$ cat src/rtl/ps2_defs.sv
// Shared constants and bit-FSM encoding for the PS/2 receive path.
package ps2_defs;

   localparam logic [7:0] PS2_EXT = 8'hE0;
   localparam logic [7:0] PS2_BRK = 8'hF0;

   typedef enum logic [1:0] {
      IDLE   = 2'd0,
      DATA   = 2'd1,
      PARITY = 2'd2,
      STOP   = 2'd3
   } bit_state_e;

   // Odd parity over data+parity, and the stop bit must be high.
   function automatic logic frame_ok(input logic [7:0] data,
                                     input logic       par,
                                     input logic       stop);
      return (^{data, par}) & stop;
   endfunction

endpackage

$ cat src/rtl/ps2_frame_rx.sv
// PS/2 bit-level frame receiver: start, 8 data bits LSB-first, odd parity,
// stop. Produces a one-cycle frame_done with the byte, or a one-cycle
// frame_err on a parity/stop failure or an inter-strobe timeout.
//
// state  | meaning
// IDLE   | waiting for a start bit (strobe with data low)
// DATA   | shifting in the 8 data bits, LSB first
// PARITY | next strobe carries the parity bit
// STOP   | next strobe carries the stop bit; frame is judged here
module ps2_frame_rx
   import ps2_defs::*;
#(
   parameter int TIMEOUT_CYCLES = 100000
) (
   input  logic       clk,
   input  logic       reset1,
   input  logic       kb_clk_fall_i,
   input  logic       kb_data_i,
   output logic       frame_done_o,
   output logic [7:0] frame_byte_o,
   output logic       frame_err_o
);

   localparam int TW = $clog2(TIMEOUT_CYCLES + 1);
   localparam logic [TW-1:0] TO_MAX = TW'(TIMEOUT_CYCLES);

   bit_state_e    state_q;
   logic [7:0]    shift_q;
   logic [2:0]    cnt_q;
   logic          parity_q;
   logic [TW-1:0] to_q;
   logic          done_q;
   logic [7:0]    byte_q;
   logic          err_q;

   // Bit FSM, shift register, frame check and stall timeout.
   always_ff @(posedge clk) begin
      if (!reset1) begin
         state_q  <= IDLE;
         shift_q  <= '0;
         cnt_q    <= '0;
         parity_q <= 1'b0;
         to_q     <= '0;
         done_q   <= 1'b0;
         byte_q   <= '0;
         err_q    <= 1'b0;
      end else begin
         done_q <= 1'b0;
         err_q  <= 1'b0;

         // A strobe landing on the terminal count wins over the timeout.
         if (kb_clk_fall_i || state_q == IDLE) begin
            to_q <= '0;
         end else if (to_q == TO_MAX) begin
            to_q    <= '0;
            state_q <= IDLE;
            err_q   <= 1'b1;
         end else begin
            to_q <= to_q + TW'(1);
         end

         if (kb_clk_fall_i) begin
            unique case (state_q)
               IDLE: begin
                  if (!kb_data_i) begin
                     state_q <= DATA;
                     cnt_q   <= '0;
                  end
               end
               DATA: begin
                  shift_q <= {kb_data_i, shift_q[7:1]};
                  cnt_q   <= cnt_q + 3'd1;
                  if (cnt_q == 3'd7) state_q <= PARITY;
               end
               PARITY: begin
                  parity_q <= kb_data_i;
                  state_q  <= STOP;
               end
               STOP: begin
                  state_q <= IDLE;
                  if (frame_ok(shift_q, parity_q, kb_data_i)) begin
                     done_q <= 1'b1;
                     byte_q <= shift_q;
                  end else begin
                     err_q <= 1'b1;
                  end
               end
               default: state_q <= IDLE;
            endcase
         end
      end
   end

   assign frame_done_o = done_q;
   assign frame_byte_o = byte_q;
   assign frame_err_o  = err_q;

endmodule

$ cat src/rtl/ps2_rx_ctrl.sv
// PS/2 keyboard receive controller: frame receiver plus E0/F0 prefix folding.
// Emits one key event per physical key action and holds the last scan code.
module ps2_rx_ctrl
   import ps2_defs::*;
#(
   parameter int TIMEOUT_CYCLES = 100000
) (
   input  logic       clk,
   input  logic       reset1,
   input  logic       kb_clk_fall,
   input  logic       kb_data,
   output logic [7:0] display_o,
   output logic       key_valid,
   output logic       key_break,
   output logic       key_ext,
   output logic       frame_err
);

   logic       rx_done;
   logic [7:0] rx_byte;
   logic       rx_err;

   logic       ext_pend_q;
   logic       brk_pend_q;
   logic [7:0] display_q;
   logic       valid_q;
   logic       break_q;
   logic       ext_q;

   ps2_frame_rx #(
      .TIMEOUT_CYCLES(TIMEOUT_CYCLES)
   ) u_rx (
      .clk          (clk),
      .reset1       (reset1),
      .kb_clk_fall_i(kb_clk_fall),
      .kb_data_i    (kb_data),
      .frame_done_o (rx_done),
      .frame_byte_o (rx_byte),
      .frame_err_o  (rx_err)
   );

   // Prefix decoder: prefixes accumulate until a real scan code arrives;
   // any frame error drops them so a corrupted sequence cannot leak flags.
   always_ff @(posedge clk) begin
      if (!reset1) begin
         ext_pend_q <= 1'b0;
         brk_pend_q <= 1'b0;
         display_q  <= 8'h00;
         valid_q    <= 1'b0;
         break_q    <= 1'b0;
         ext_q      <= 1'b0;
      end else begin
         valid_q <= 1'b0;
         if (rx_err) begin
            ext_pend_q <= 1'b0;
            brk_pend_q <= 1'b0;
         end else if (rx_done) begin
            if (rx_byte == PS2_EXT) begin
               ext_pend_q <= 1'b1;
            end else if (rx_byte == PS2_BRK) begin
               brk_pend_q <= 1'b1;
            end else begin
               display_q  <= rx_byte;
               ext_q      <= ext_pend_q;
               break_q    <= brk_pend_q;
               valid_q    <= 1'b1;
               ext_pend_q <= 1'b0;
               brk_pend_q <= 1'b0;
            end
         end
      end
   end

   assign display_o = display_q;
   assign key_valid = valid_q;
   assign key_break = break_q;
   assign key_ext   = ext_q;
   assign frame_err = rx_err;

endmodule
$ cat config.mk
export PLATFORM = sky130hd
export DESIGN_NAME = ps2_rx_ctrl
export DESIGN_NICKNAME = d
export VERILOG_FILES = /design/src/rtl/ps2_defs.sv /design/src/rtl/ps2_frame_rx.sv /design/src/rtl/ps2_rx_ctrl.sv
export SDC_FILE = /design/constraint.sdc
export NUM_CORES = 1
export LEC_CHECK = 0
export BUFFER_PORTS_ARGS = -buffer_cell sky130_fd_sc_hd__clkbuf_2
export CAP_MARGIN = 20
export CORE_MARGIN = 2
export CORE_UTILIZATION = 35
export CTS_CLUSTER_DIAMETER = 60
export DETAILED_ROUTE_END_ITERATION = 10
export PLACE_DENSITY_LB_ADDON = 0.05
export SLEW_MARGIN = 20
export SYNTH_ARGS = -nofsm -noshare
export SYNTH_HDL_FRONTEND = slang
export SYNTH_SLANG_ARGS = --single-unit
$ cat constraint.sdc
create_clock -name clk -period 2.4 [get_ports clk]
set_input_delay 0.24 -clock clk [delete_from_list [all_inputs] [get_ports clk]]
set_output_delay 0.24 -clock clk [all_outputs]
set_load 0.03 [all_outputs]
After elaboration in Yosys (flattened, before gate mapping)
Index checks and enable logic that the tools add are counted.

storage, ports and cells
  register bits = 54
  bits of input ports = 4
  output and inout bits = 12

cells by class
  add/subtract/negate cells = 2
  eq/ne operators = 9
  mux-type cells = 18
  bitwise operators = 6
  reduce and logical (&&, ||, !) cells = 15

operators by type and width
  cell                   number
  $add 17x1->17 const B  1
  $eq 17x17->1 const B   1
  $eq 8x8->1 const B     2
  $mux 1                 10
  $mux 2                 5
  $reduce_and 3->1       3
  $reduce_xor 9->1       1
  $pmux 2 s4             1
  $reduce_and 2->1       4
  $pmux 3 s2             1
  $not 1->1              5
  $eq 2x2->1 const B     2
  $ne 2x2->1 const B     2
  $reduce_and 4->1       1
  $reduce_or 4->1        1
  $add 3x1->3 const B    1
  $eq 3x3->1 const B     1
  $mux 3                 1
  $reduce_or 3->1        1
  $eq 2x1->1 const B     1
  $logic_not 2->1        1
  $reduce_bool 2->1      1
  $reduce_or 2->1        1
  $and 1x1->1            1
  $logic_or 1x1->1       1

Longest topological paths before layout
Gate-level depths: netlist of the first run.

  depth in word-level cells = 6
  gate-level depth with buffers = 7
  gate-level depth less buffers = 6

Modules after synthesis
From an unflattened synthesis of the first run, not the netlist that was laid out.

second synthesis, totals
  cells, all modules = 266
  area total of the unflattened synthesis = 2439.8 um^2

by module, submodules not included
  module        instances  cells each  area each (um^2)  seq. area each (um^2)
  ps2_frame_rx  1          208         1883.1            820.8
  ps2_rx_ctrl   1          58          556.8             260.2

Least setup slack after synthesis of the first run
Ideal clock, no wire load.

  kind = flip-flop to flip-flop
  start = reg u_rx.to_q[2]
  end = reg u_rx.state_q[1]
  setup time = 0.115 ns
  arrival time = 1.592 ns
  setup slack = 0.693 ns
  cell stages (with the launch flop) = 5
  path buffers = 0
  clock period less this slack = 1.707 ns
  cell sequence = dfxtp_1 -> or4b_2 -> nor4_1 -> a21oi_1 -> o21a_1

between the ends
  cells in the longest elaborated chain, start to end = 6

RTL lines
  what                              line                                    RTL
  start: declaration                ps2_frame_rx.sv:31                      logic [TW-1:0] to_q;
  start signal: assignment          ps2_frame_rx.sv:59                      to_q <= to_q + TW'(1);
  $eq 17x17->1 *                    ps2_frame_rx.sv:54                      end else if (to_q == TO_MAX) begin
  $mux 2 *                          ps2_frame_rx.sv:54
  $mux 2 *                          ps2_frame_rx.sv:52                      if (kb_clk_fall_i || state_q == IDLE) begin
  $mux 2, on equally long branches  ps2_frame_rx.sv:73, ps2_frame_rx.sv:65
  $pmux 2 s4                        ps2_frame_rx.sv:63                      unique case (state_q)
  $mux 2 *                          ps2_frame_rx.sv:62                      if (kb_clk_fall_i) begin
  end signal: assignment            ps2_frame_rx.sv:56                      state_q <= IDLE;
  end signal: assignment            ps2_frame_rx.sv:66                      state_q <= DATA;
  end signal: assignment            ps2_frame_rx.sv:73                      if (cnt_q == 3'd7) state_q <= PARITY;
  end: declaration                  ps2_frame_rx.sv:27                      bit_state_e state_q;

Every way passes the cells marked *; elsewhere a longest branch is shown, timed or not.
A chain may end at the register's enable or synchronous reset.

Worst setup path in the final report of the first run
Same ends and word-level chain as after synthesis.

==> flow_metrics.tcl, run 1 <==
set metrics [dict create \
    clk_pin_slew_worst_paths_ns 0.10 \
    worstSetupEndpointType "flop" \
    vias 1857 \
    worstMarginPinSlew_ns 0.5383 \
    grt_usage_pct 13.72 \
    synth-seq-cells 54 \
    grt_pass1_wl_um 8369 \
    critPathBufInv 0 \
    die_h_um 87.79 \
    clockRootBuffer "clkbuf_8" \
    drcViolationCount 0 \
    rows 30 \
    critPathLaunchType "flop" \
    ctsHoldBuffers 0 \
    finalCritPeriodShare_pct 78.00 \
    placed_area_sq_mm 0.002638 \
    antenna_cells 0 \
    rrSetupSlack_ns 0.53 \
    synth_nets 276 \
    fin_setup_tns_ns 0 \
    max_stage_delay_ns 0.68 \
    r2r-end "u_rx.state_q[1]$_SDFF_PN0_" \
    layout_min_cycle_time_ns 1.872 \
    hold_depth 3 \
    rr_worst_depth 4 \
    regArea_sq_mm 0.001081 \
    yosysWarnings 0 \
    detail_route.wl_per_cell_um 13.07 \
    cp_cell_sequence "or4b_2 > nor4_1 > a21oi_1 > o21a_1" \
    fillers 712 \
    nNetsFinal 289 \
    outcome "completed" \
    htreeDepth 2 \
    clock_sinks 54 \
    netlist_area_sq_mm 0.002457 \
    cpLargestDelayFamily "simple AND/OR/NAND/NOR gates" \
    synth_cells 268 \
    gp_congestion 0.7255 \
    clock_skew_ns 0.006944 \
    maxSlewHeadroom_pct 64.12 \
    cts_setup_buffers 0 \
    ir_drop_mv 0.2285 \
    p_leak_nw 0.9476 \
    path_class "reg2reg" \
    grt-ovfl-total 0 \
    power_density_mw_per_mm2 610.2 \
    cts_tree "done" \
    r2r-start "u_rx.to_q[2]$_SDFF_PP0_" \
    avgSynthCellArea_sq_um 9.169 \
    worst_path_max_delay_cell "or4b_2" \
    initial_core_util_pct 36.17 \
    cap_violations 0 \
    core_sq_mm 0.006794 \
    dpl.hpwl_um 3410 \
    clk_latency_ns 0.31 \
    viasPerCell 4.913 \
    slew_violations 0 \
    numCtsBuffers 5 \
    synth_fa_ha_area_share_pct 2.037 \
    synthSimpleGateAreaFrac_pct 23.63 \
    ys_types 44 \
    final_area_sq_mm 0.002780 \
    grt_max_degree 30 \
    grt_pass1_vias 1760 \
    cp_max_fo 7 \
    timing.hold.worst.class "in2reg" \
    antenna_left 0 \
    rsz0062_at_grt "no" \
    synth_compound_area_share_pct 9.725 \
    drtIter0Drc 74 \
    antenna_found_initial 0 \
    dieWidth_um 87.79 \
    synth-xor-area-share_pct 8.147 \
    layout-drive-gt1-share_pct 12.06 \
    dieArea_sq_mm 0.007707 \
    hp-start "kb_data" \
    muxShareOfSynthArea_pct 8.758 \
    hold_viol 0 \
    cp.required_ns 2.61 \
    areaGrowthSynthToFinish_pct 13.14 \
    ys_seq_area_share_pct 43.99 \
    min_to "u_rx.shift_q[7]$_SDFFE_PN0P_" \
    setup_viol 0 \
    cts.repair.resized 0 \
    max_freq_mhz 534.2 \
    drt-total-wl_um 4940 \
    cts_max_path_buffers 2 \
    drt_first_pass_iters 4 \
    multi_input_area_sq_mm 0.001290 \
    synth_top_family_by_area "simple AND/OR/NAND/NOR gates" \
    io_buffers 15 \
    io_pins 16 \
    cp_data_arrival_time_ns 2.08 \
]
## registers in the layout (all words and copies together), names as in the netlist, 2 cells and up
name,cells
display_o,8
u_rx.cnt_q,3
u_rx.frame_byte_o,8
u_rx.shift_q,8
u_rx.state_q,2
u_rx.to_q,17
## layout by cell type, fill, tap and decap left out, types with 2 or more instances in the layout
cell type	n
a21boi_0	9
a21oi_1	8
a22oi_1	2
and2_1	3
and3_1	2
and4_1	2
buf_4	6
bufinv_16	2
clkbuf_2	15
clkbuf_8	6
dfxtp_1	54
ha_1	4
inv_1	7
mux2i_1	20
nand2_1	33
nand3_1	7
nand4_1	7
nand4b_1	2
nor2_1	21
nor2b_1	14
nor3_1	3
nor3b_1	2
nor4_1	4
o211ai_1	2
o21ai_0	12
or3_1	2
xnor2_1	7
xnor3_1	2
xor2_1	8
## cells by family (layout without fill, tap and decap cells)
logic type | Yosys count | in the layout
XOR/XNOR | 18 | 18
AND/OR/NAND/NOR | 111 | 111
AO/OA/AOI/OAI | 38 | 38
buffers and inverters | 22 | 36
adder cells (fa/ha/maj) | 4 | 4
multiplexers | 21 | 21
flip-flops | 54 | 54
## per-layer routing
metal | wire, um | GRT usage (%) | share of wire (%) | up-vias
met2 | 2100 | 21.35 | 43 | 28
li1 | - | - | - | 954
met1 | 2609 | 18.93 | 53 | 870
met4 | 57 | 3.776 | 1.2 | 0
met3 | 173 | 3.487 | 3.5 | 5
met5 | 0 | 0 | 0 | -
## worst reg2reg max path: stages, from the launching register on
cell and delay, ns:
dfxtp_1 0.38, or4b_2 0.68, nor4_1 0.41, a21oi_1 0.14
o21a_1 0.18
## cell usage after synthesis, drive strengths merged
master   instances  area [sq um]
o21a             1         7.510
or3b             1         8.760
nor2b           14         87.58
nor3b            2         15.01
and3             3         20.02
xnor2            7         61.31
nor4bb           1         10.01
o21ai           12         60.06
a22oi            2         15.01
or3              2         12.51
mux2             1         15.01
nand2b           1         6.260
clkbuf          13         48.80
nand3            7         35.03
o2111ai          1         8.760
or4b             2         20.02
o41ai            1         8.760
xor3             1         23.77
mux2i           20         200.2
xor2             8         70.07
and4b            1         10.01
xnor3            2         45.04
nand3b           1         7.510
nor2            21         78.83
nand2           33         123.9
nand4            7         43.79
buf              2         16.26
and2             3         18.77
and4             2         17.52
nor3             3         15.01
a211oi           1         7.510
or4              1         7.510
dfxtp           54          1081
a21boi           9         67.56
a41oi            1         8.760
o211ai           2         15.01
nand4b           2         17.52
a21oi            8         40.04
ha               4         50.05
nor4             4         25.02
inv              7         26.28
## worst max path at each step
stage | to | depth (start not counted) | startpoint
2_1_floorplan | u_rx.state_q[1]$_SDFF_PN0_ | 4 | u_rx.to_q[2]$_SDFF_PP0_
4_1_cts | u_rx.state_q[1]$_SDFF_PN0_ | 4 | u_rx.to_q[2]$_SDFF_PP0_
6_report | u_rx.state_q[1]$_SDFF_PN0_ | 4 | u_rx.to_q[2]$_SDFF_PP0_
3_3_place_gp | u_rx.state_q[1]$_SDFF_PN0_ | 4 | u_rx.to_q[2]$_SDFF_PP0_
3_5_place_dp | u_rx.state_q[1]$_SDFF_PN0_ | 4 | u_rx.to_q[2]$_SDFF_PP0_
5_1_grt | u_rx.state_q[1]$_SDFF_PN0_ | 4 | u_rx.to_q[2]$_SDFF_PP0_
## per-stage QoR
| step | power (mW) | worst slack (ns) | hold WS, ns | util, % | instances |
|---|---|---|---|---|---|
| finish | 1.696 | 0.5280 | 0.2619 | 40.92 | 378 |
| global route | 1.774 | 0.3802 | 0.2571 | 40.92 | 378 |
| CTS | 1.723 | 0.4926 | 0.2523 | 40.92 | 378 |
| detailed placement | 0.9689 | 0.5013 | 0.4680 | 38.82 | 370 |
| global placement | 0.9692 | 0.5296 | 0.4696 | 38.82 | 370 |
| floorplan | 0.9544 | 0.6935 | 0.3850 | - | 268 |
## power by group
part	total, mW	leakage, nW	internal [mW]	switching (mW)
clock	0.750	0.0714	0.445	0.304
sequential	0.903	0.435	0.898	0.00449
combinational	0.0441	0.441	0.0166	0.0276
total	1.70	0.948	1.36	0.337
## layout make-up
| type | instances | area share, % |
|---|---|---|
| clock buffers | 6 | 2.970 |
| inverters | 7 | 0.9451 |
| well taps | 96 | 4.320 |
| clock inverters | 2 | 2.160 |
| multi-input cells | 192 | 46.40 |
| flip-flops and latches | 54 | 38.88 |
| repair buffers | 21 | 4.320 |
No activity file was read; power rests on OpenSTA's default activity.
==> run 2: changes to the inputs <==
==> constraint.sdc (replaced) <==
create_clock -name clk -period 1.9 [get_ports clk]
set_input_delay 0.19 -clock clk [delete_from_list [all_inputs] [get_ports clk]]
set_output_delay 0.19 -clock clk [all_outputs]
set_load 0.03 [all_outputs]
==> run 2 against run 1 <==
Effect of this change:
- critical path depth stayed put
- design area is 0.31% higher
- power is 12% higher
- routed wire length is 1.8% higher
- flip-flop and latch count stayed put
- sequential power is 26% higher
- via count is 0.16% lower
- core utilization is 0.13 points higher
- sequential share of layout area is 0.12 points lower
- maximum frequency is 4.6% higher
- worst setup slack worse by 0.42 ns
- critical path type unchanged
- largest cell class unchanged
==> flow_metrics.tcl, run 2 (same netlist as run 1, synthesis figures left out) <==
set metrics [dict create \
    cts_max_path_buffers 2 \
    die_h_um 87.79 \
    maxSlewHeadroom_pct 69.05 \
    pwr-share-comb_pct 3.0 \
    switchingPower_mw 0.4416 \
    outcome "completed" \
    fin_total_pwr_mw 1.899 \
    clockRootBuffer "clkbuf_8" \
    nNetsFinal 296 \
    max_freq_mhz 559.0 \
    htreeDepth 2 \
    power_density_mw_per_mm2 681.0 \
    fin_ws_ns 0.1110 \
    drcViolationCount 0 \
    timing.hold.worst.class "in2reg" \
    place_ws_ns 0.1114 \
    antenna_left 0 \
    areaGrowthSynthToFinish_pct 13.49 \
    cp_max_fo 2 \
    numCtsBuffers 5 \
    initial_core_util_pct 36.17 \
    detail_route.wl_per_cell_um 13.06 \
    gp_congestion 0.7448 \
    ctsHoldBuffers 0 \
    layout-drive-gt1-share_pct 14.19 \
    vias 1854 \
    dpl.hpwl_um 3515 \
    setup_viol 0 \
    grt-ovfl-total 0 \
    cts_setup_buffers 0 \
    ir_drop_mv 0.3242 \
    slew_violations 0 \
    fin_setup_tns_ns 0 \
    largest_reg_flops 17 \
    antenna_found_initial 0 \
    antenna_cells 0 \
    clk_pin_slew_worst_paths_ns 0.10 \
    clock_skew_ns 0.01322 \
    worstMarginPinSlew_ns 0.4580 \
    cp_data_arrival_time_ns 2.00 \
    clk_latency_ns 0.32 \
    finalCritPeriodShare_pct 94.16 \
    rows 30 \
    final_common_cell "dfxtp_1" \
    critPathLaunchType "flop" \
    dieWidth_um 87.79 \
    grt_max_degree 29 \
    final_cell_mix "54 x dfxtp_1, 33 x nand2_1, 21 x nor2_1" \
    layout_min_cycle_time_ns 1.789 \
    grt_pass1_vias 1711 \
    io_pins 16 \
    p_sw_share_pct 23.25 \
    cap_violations 0 \
    worstSetupEndpointType "flop" \
    drtIter0Drc 62 \
    clock_sinks 54 \
    rsz0062_at_grt "no" \
    cts.repair.resized 0 \
    internal_power_mw 1.458 \
    dieArea_sq_mm 0.007707 \
    power_frac_seq_pct 60.0 \
    hold_viol 0 \
    path_class "reg2reg" \
    drt_first_pass_iters 4 \
    drt-total-wl_um 5030 \
    p_clk_share_pct 37.0 \
    top_register "u_rx.to_q" \
    viasPerCell 4.816 \
    core_sq_mm 0.006794 \
    cts_tree "done" \
    p_leak_nw 0.9597 \
    cp.required_ns 2.11 \
    io_buffers 15 \
    grt_pass1_wl_um 8411 \
    grt_usage_pct 14.02 \
]
-- run 2: cell count changes in the layout (fill, tap and decap cells not counted) --
| cell | delta |
|---|---|
| bufinv_16 | -2 |
| clkinvlp_4 | +1 |
| inv_6 | +1 |
| buf_4 | +7 |
-- run 2: per-stage QoR --
step	instance area [sq um]	std cells	hold WS, ns	util (%)
floorplan	2457	268	0.3350	-
global placement	2690	377	0.4609	39.59
detailed placement	2690	377	0.4686	39.59
CTS	2789	385	0.1822	41.05
global route	2789	385	0.2323	41.05
finish	2789	385	0.1853	41.05
-- run 2: final cells by class --
type / count / area, sq um
Multi-Input combinational cell: 192 / 1290
Timing Repair Buffer: 28 / 172.7
Sequential cell: 54 / 1081
Clock buffer: 6 / 82.58
Tap cell: 96 / 120.1
Fill cell: 692 / 4005
Clock inverter: 2 / 16.27
Inverter: 7 / 26.28
-- run 2: power groups by stage --
stage | combinational, mW | sequential, mW | clock [mW]
final | 0.0565 | 1.14 | 0.702
after CTS | 0.0582 | 1.14 | 0.734
after global placement | 0.0582 | 1.17 | 0
after detailed placement | 0.0581 | 1.17 | 0
after global routing | 0.0631 | 1.14 | 0.780
after floorplan | 0.0425 | 1.16 | 0
-- run 2: metal layers --
layer / vias to the layer above / track usage [%] / routed length, um
li1: 970 / - / -
met1: 850 / 19.75 / 2740
met2: 26 / 20.80 / 2053
met3: 8 / 2.922 / 151
met4: 0 / 5.874 / 85
met5: - / 0 / 0
-- run 2: path summary, 6_finish.rpt --
path / from / endpoint / slack [ns] / cells after the start
max: u_rx.to_q[2]$_SDFF_PP0_ / u_rx.state_q[1]$_SDFF_PN0_ / 0.11 / 4
min: kb_data / u_rx.shift_q[7]$_SDFFE_PN0P_ / 0.19 / 3
max reg2reg: u_rx.to_q[2]$_SDFF_PP0_ / u_rx.state_q[1]$_SDFF_PN0_ / 0.11 / 4
min reg2reg: u_rx.frame_byte_o[7]$_SDFFE_PN0P_ / u_rx.frame_byte_o[7]$_SDFFE_PN0P_ / 0.48 / 2
-- run 2: critical path, stage by stage (launching register included) --
cell and delay [ns]:
dfxtp_1 0.32, or4b_2 0.67, nor4_1 0.41, a21oi_1 0.12
o21a_1 0.18
==> run 3: changes to the inputs <==
--- a/config.mk
+++ b/config.mk
@@ -5,12 +5,13 @@
 export SDC_FILE = /design/constraint.sdc
 export NUM_CORES = 1
 export LEC_CHECK = 0
-export BUFFER_PORTS_ARGS = -buffer_cell sky130_fd_sc_hd__clkbuf_2
+export ABC_AREA = 1
 export CAP_MARGIN = 20
 export CORE_MARGIN = 2
 export CORE_UTILIZATION = 35
 export CTS_CLUSTER_DIAMETER = 60
 export DETAILED_ROUTE_END_ITERATION = 10
+export DONT_BUFFER_PORTS = 1
 export PLACE_DENSITY_LB_ADDON = 0.05
 export SLEW_MARGIN = 20
 export SYNTH_ARGS = -nofsm -noshare
==> run 3 against run 2 <==
Effect of this change:
- cell count up 23%
- first-iteration DRC count is 140% higher
- clock skew up 0.0015 ns
- hold slack worse by 0.18 ns
- combinational power grew to 3.5 times the previous value
- largest cell class unchanged
- critical path type unchanged
- flip-flop and latch count unchanged
- critical path depth is 5 higher
- synthesized cell count rose by 39%
- sequential power hardly changed
- synthesized area increased by 5.5%
- core utilization shrank 2.0 points
- routed wire length rose by 14%
==> flow_metrics.tcl, run 3 <==
set metrics [dict create \
    outcome "completed" \
    gp_congestion 0.7641 \
    finalCritPeriodShare_pct 86.77 \
    grt_max_degree 21 \
    cp_cell_sequence "inv_1 > ha_1 > nand4_1 > nor2_1 > nand3_1 > nand2_2 > a21oi_1 > nor2_1 > a21oi_1" \
    yosysWarnings 0 \
    r2r-end "u_rx.to_q[14]$_SDFF_PP0_" \
    cp.required_ns 2.15 \
    drt_first_pass_iters 4 \
    grt-ovfl-total 0 \
    drt-total-wl_um 5712 \
    synthTopCellsByCount "89 x nand2_1, 54 x dfxtp_1, 42 x nor2_1" \
    die_h_um 90.07 \
    viasPerCell 4.817 \
    final_cell_mix "89 x nand2_1, 54 x dfxtp_1, 42 x nor2_1" \
    min_to "u_rx.shift_q[3]$_SDFFE_PN0P_" \
    max_freq_mhz 606.6 \
    regArea_sq_mm 0.001081 \
    clk_pin_slew_worst_paths_ns 0.10 \
    grt_pass1_vias 2119 \
    worstSetupEndpointType "flop" \
    yosysMostFrequentCell "nand2_1" \
    cts_setup_buffers 0 \
    cpLargestDelayFamily "simple AND/OR/NAND/NOR gates" \
    max_stage_delay_ns 0.38 \
    initial_core_util_pct 35.93 \
    final_cells 475 \
    rsz0062_at_grt "no" \
    synth_edf_count 0 \
    clk_latency_ns 0.32 \
    layout-drive-gt1-share_pct 9.840 \
    largest_reg_flops 17 \
    yosysTopAreaCell "dfxtp_1" \
    areaGrowthSynthToFinish_pct 8.687 \
    antenna_cells 0 \
    ir_drop_mv 0.2561 \
    dp.cells 465 \
    wl_met2_um 2611 \
    drcViolationCount 0 \
    power_density_mw_per_mm2 730.9 \
    antenna_left 0 \
    maxSlewHeadroom_pct 68.83 \
    nNetsFinal 383 \
    antenna_found_initial 0 \
    drtIter0Drc 148 \
    htreeDepth 2 \
    setup_viol 0 \
    vias 2288 \
    dieArea_sq_mm 0.008112 \
    top_register "u_rx.to_q" \
    layout_min_cycle_time_ns 1.649 \
    yosysTopAreaCellShare_pct 41.70 \
    core_sq_mm 0.007214 \
    worst_path_max_delay_cell "dfxtp_1" \
    topRoutingLayerUsed "met4" \
    grt_usage_pct 14.53 \
    p_leak_nw 1.083 \
    synthTopCellsByArea "dfxtp_1 42%, nand2_1 13%, a21oi_1 6.9%" \
    numCtsBuffers 5 \
    slew_violations 0 \
    avgSynthCellArea_sq_um 6.950 \
    hold_viol 0 \
    fillers 777 \
    hp-start "reset1" \
    wl_met1_um 2876 \
    dieWidth_um 90.07 \
    clockRootBuffer "clkbuf_8" \
    grt_pass1_wl_um 9811 \
    timing.hold.worst.class "in2reg" \
    io_buffers 0 \
    fin_setup_tns_ns 0 \
    ys_seq_area_share_pct 41.70 \
    synth_nets 381 \
    clock_skew_ns 0.01474 \
    io_pins 16 \
    cp_data_arrival_time_ns 1.89 \
    wl_met3_um 178 \
    cp_max_fo 17 \
    cts_tree "done" \
    worstMarginPinSlew_ns 0.4660 \
    synth-seq-cells 54 \
    path_class "reg2reg" \
    cap_violations 0 \
    netlist_area_sq_mm 0.002592 \
    fin_total_pwr_mw 2.060 \
    ys_types 31 \
    r2r-start "u_rx.to_q[0]$_SDFF_PP0_" \
    multi_input_area_sq_mm 0.001285 \
    critPathBufInv 1 \
    dpl.hpwl_um 4106 \
    critPathLaunchType "flop" \
    detail_route.wl_per_cell_um 12.03 \
    hold_depth 2 \
    rrSetupSlack_ns 0.25 \
    synth_cells 373 \
    clock_sinks 54 \
    async_flop_share_pct 0 \
    synthFlopType "dfxtp_1" \
    final_common_cell "nand2_1" \
    rows 31 \
    cts_max_path_buffers 2 \
    rr_worst_depth 9 \
]
[run 3: logic make-up (layout without fill, tap and decap cells)]
logic type / Yosys count / after routing / share of synthesized area [%]
flip-flops: 54 / 54 / 41.70
AO/OA/AOI/OAI: 55 / 55 / 11.20
XOR/XNOR: 1 / 1 / 0.3379
adder cells (fa/ha/maj): 4 / 4 / 1.931
buffers and inverters: 58 / 61 / 8.735
AND/OR/NAND/NOR: 201 / 201 / 36.10
[run 3: area by class of cell]
type                       count  share of cell area, %
timing repair buffer           7                  2.043
multi-input combinational    261                  45.60
inverter                      46                  6.128
sequential                    54                  38.37
tap                           99                  4.396
clock inverter                 3                  1.021
clock buffer                   5                  2.442
[run 3: repair_timing]
item,4_1_cts,5_1_grt
hold endpoints to repair,11,0
hold buffers,2,0
gates resized for setup,0,0
[run 3: stage by stage]
stage	worst slack, ns	instance area (sq um)	hold slack, ns	util (%)
floorplan	0.4325	2592	0.3283	-
global placement	0.2887	2700	0.3228	37.43
detailed placement	0.2351	2700	0.3243	37.43
CTS	0.2078	2818	0.002448	39.06
global route	0.06022	2818	0.01579	39.06
finish	0.2514	2818	0.009903	39.06
[run 3: report_power, final]
part	switching, mW	internal [mW]	total [mW]
logic	0.131	0.0651	0.196
clock network	0.425	0.274	0.699
registers	0.0177	1.15	1.16
[run 3: per-layer routing]
layer | vias up | track usage (%)
met5 | - | 0
met4 | 0 | 3.718
met3 | 4 | 3.018
met2 | 34 | 24.19
met1 | 1024 | 19.25
li1 | 1226 | -
[run 3: how the worst max path moves through the flow]
stage,startpoint,endpoint,slack [ns],cells after the start
floorplan,u_rx.to_q[0]$_SDFF_PP0_,u_rx.to_q[16]$_SDFF_PP0_,0.43,9
global placement,u_rx.to_q[0]$_SDFF_PP0_,u_rx.to_q[14]$_SDFF_PP0_,0.29,10
CTS,u_rx.to_q[0]$_SDFF_PP0_,u_rx.to_q[14]$_SDFF_PP0_,0.21,9
global route,u_rx.to_q[0]$_SDFF_PP0_,u_rx.to_q[14]$_SDFF_PP0_,0.06,10
detailed placement,u_rx.to_q[0]$_SDFF_PP0_,u_rx.to_q[14]$_SDFF_PP0_,0.24,9
finish,u_rx.to_q[0]$_SDFF_PP0_,u_rx.to_q[14]$_SDFF_PP0_,0.25,9
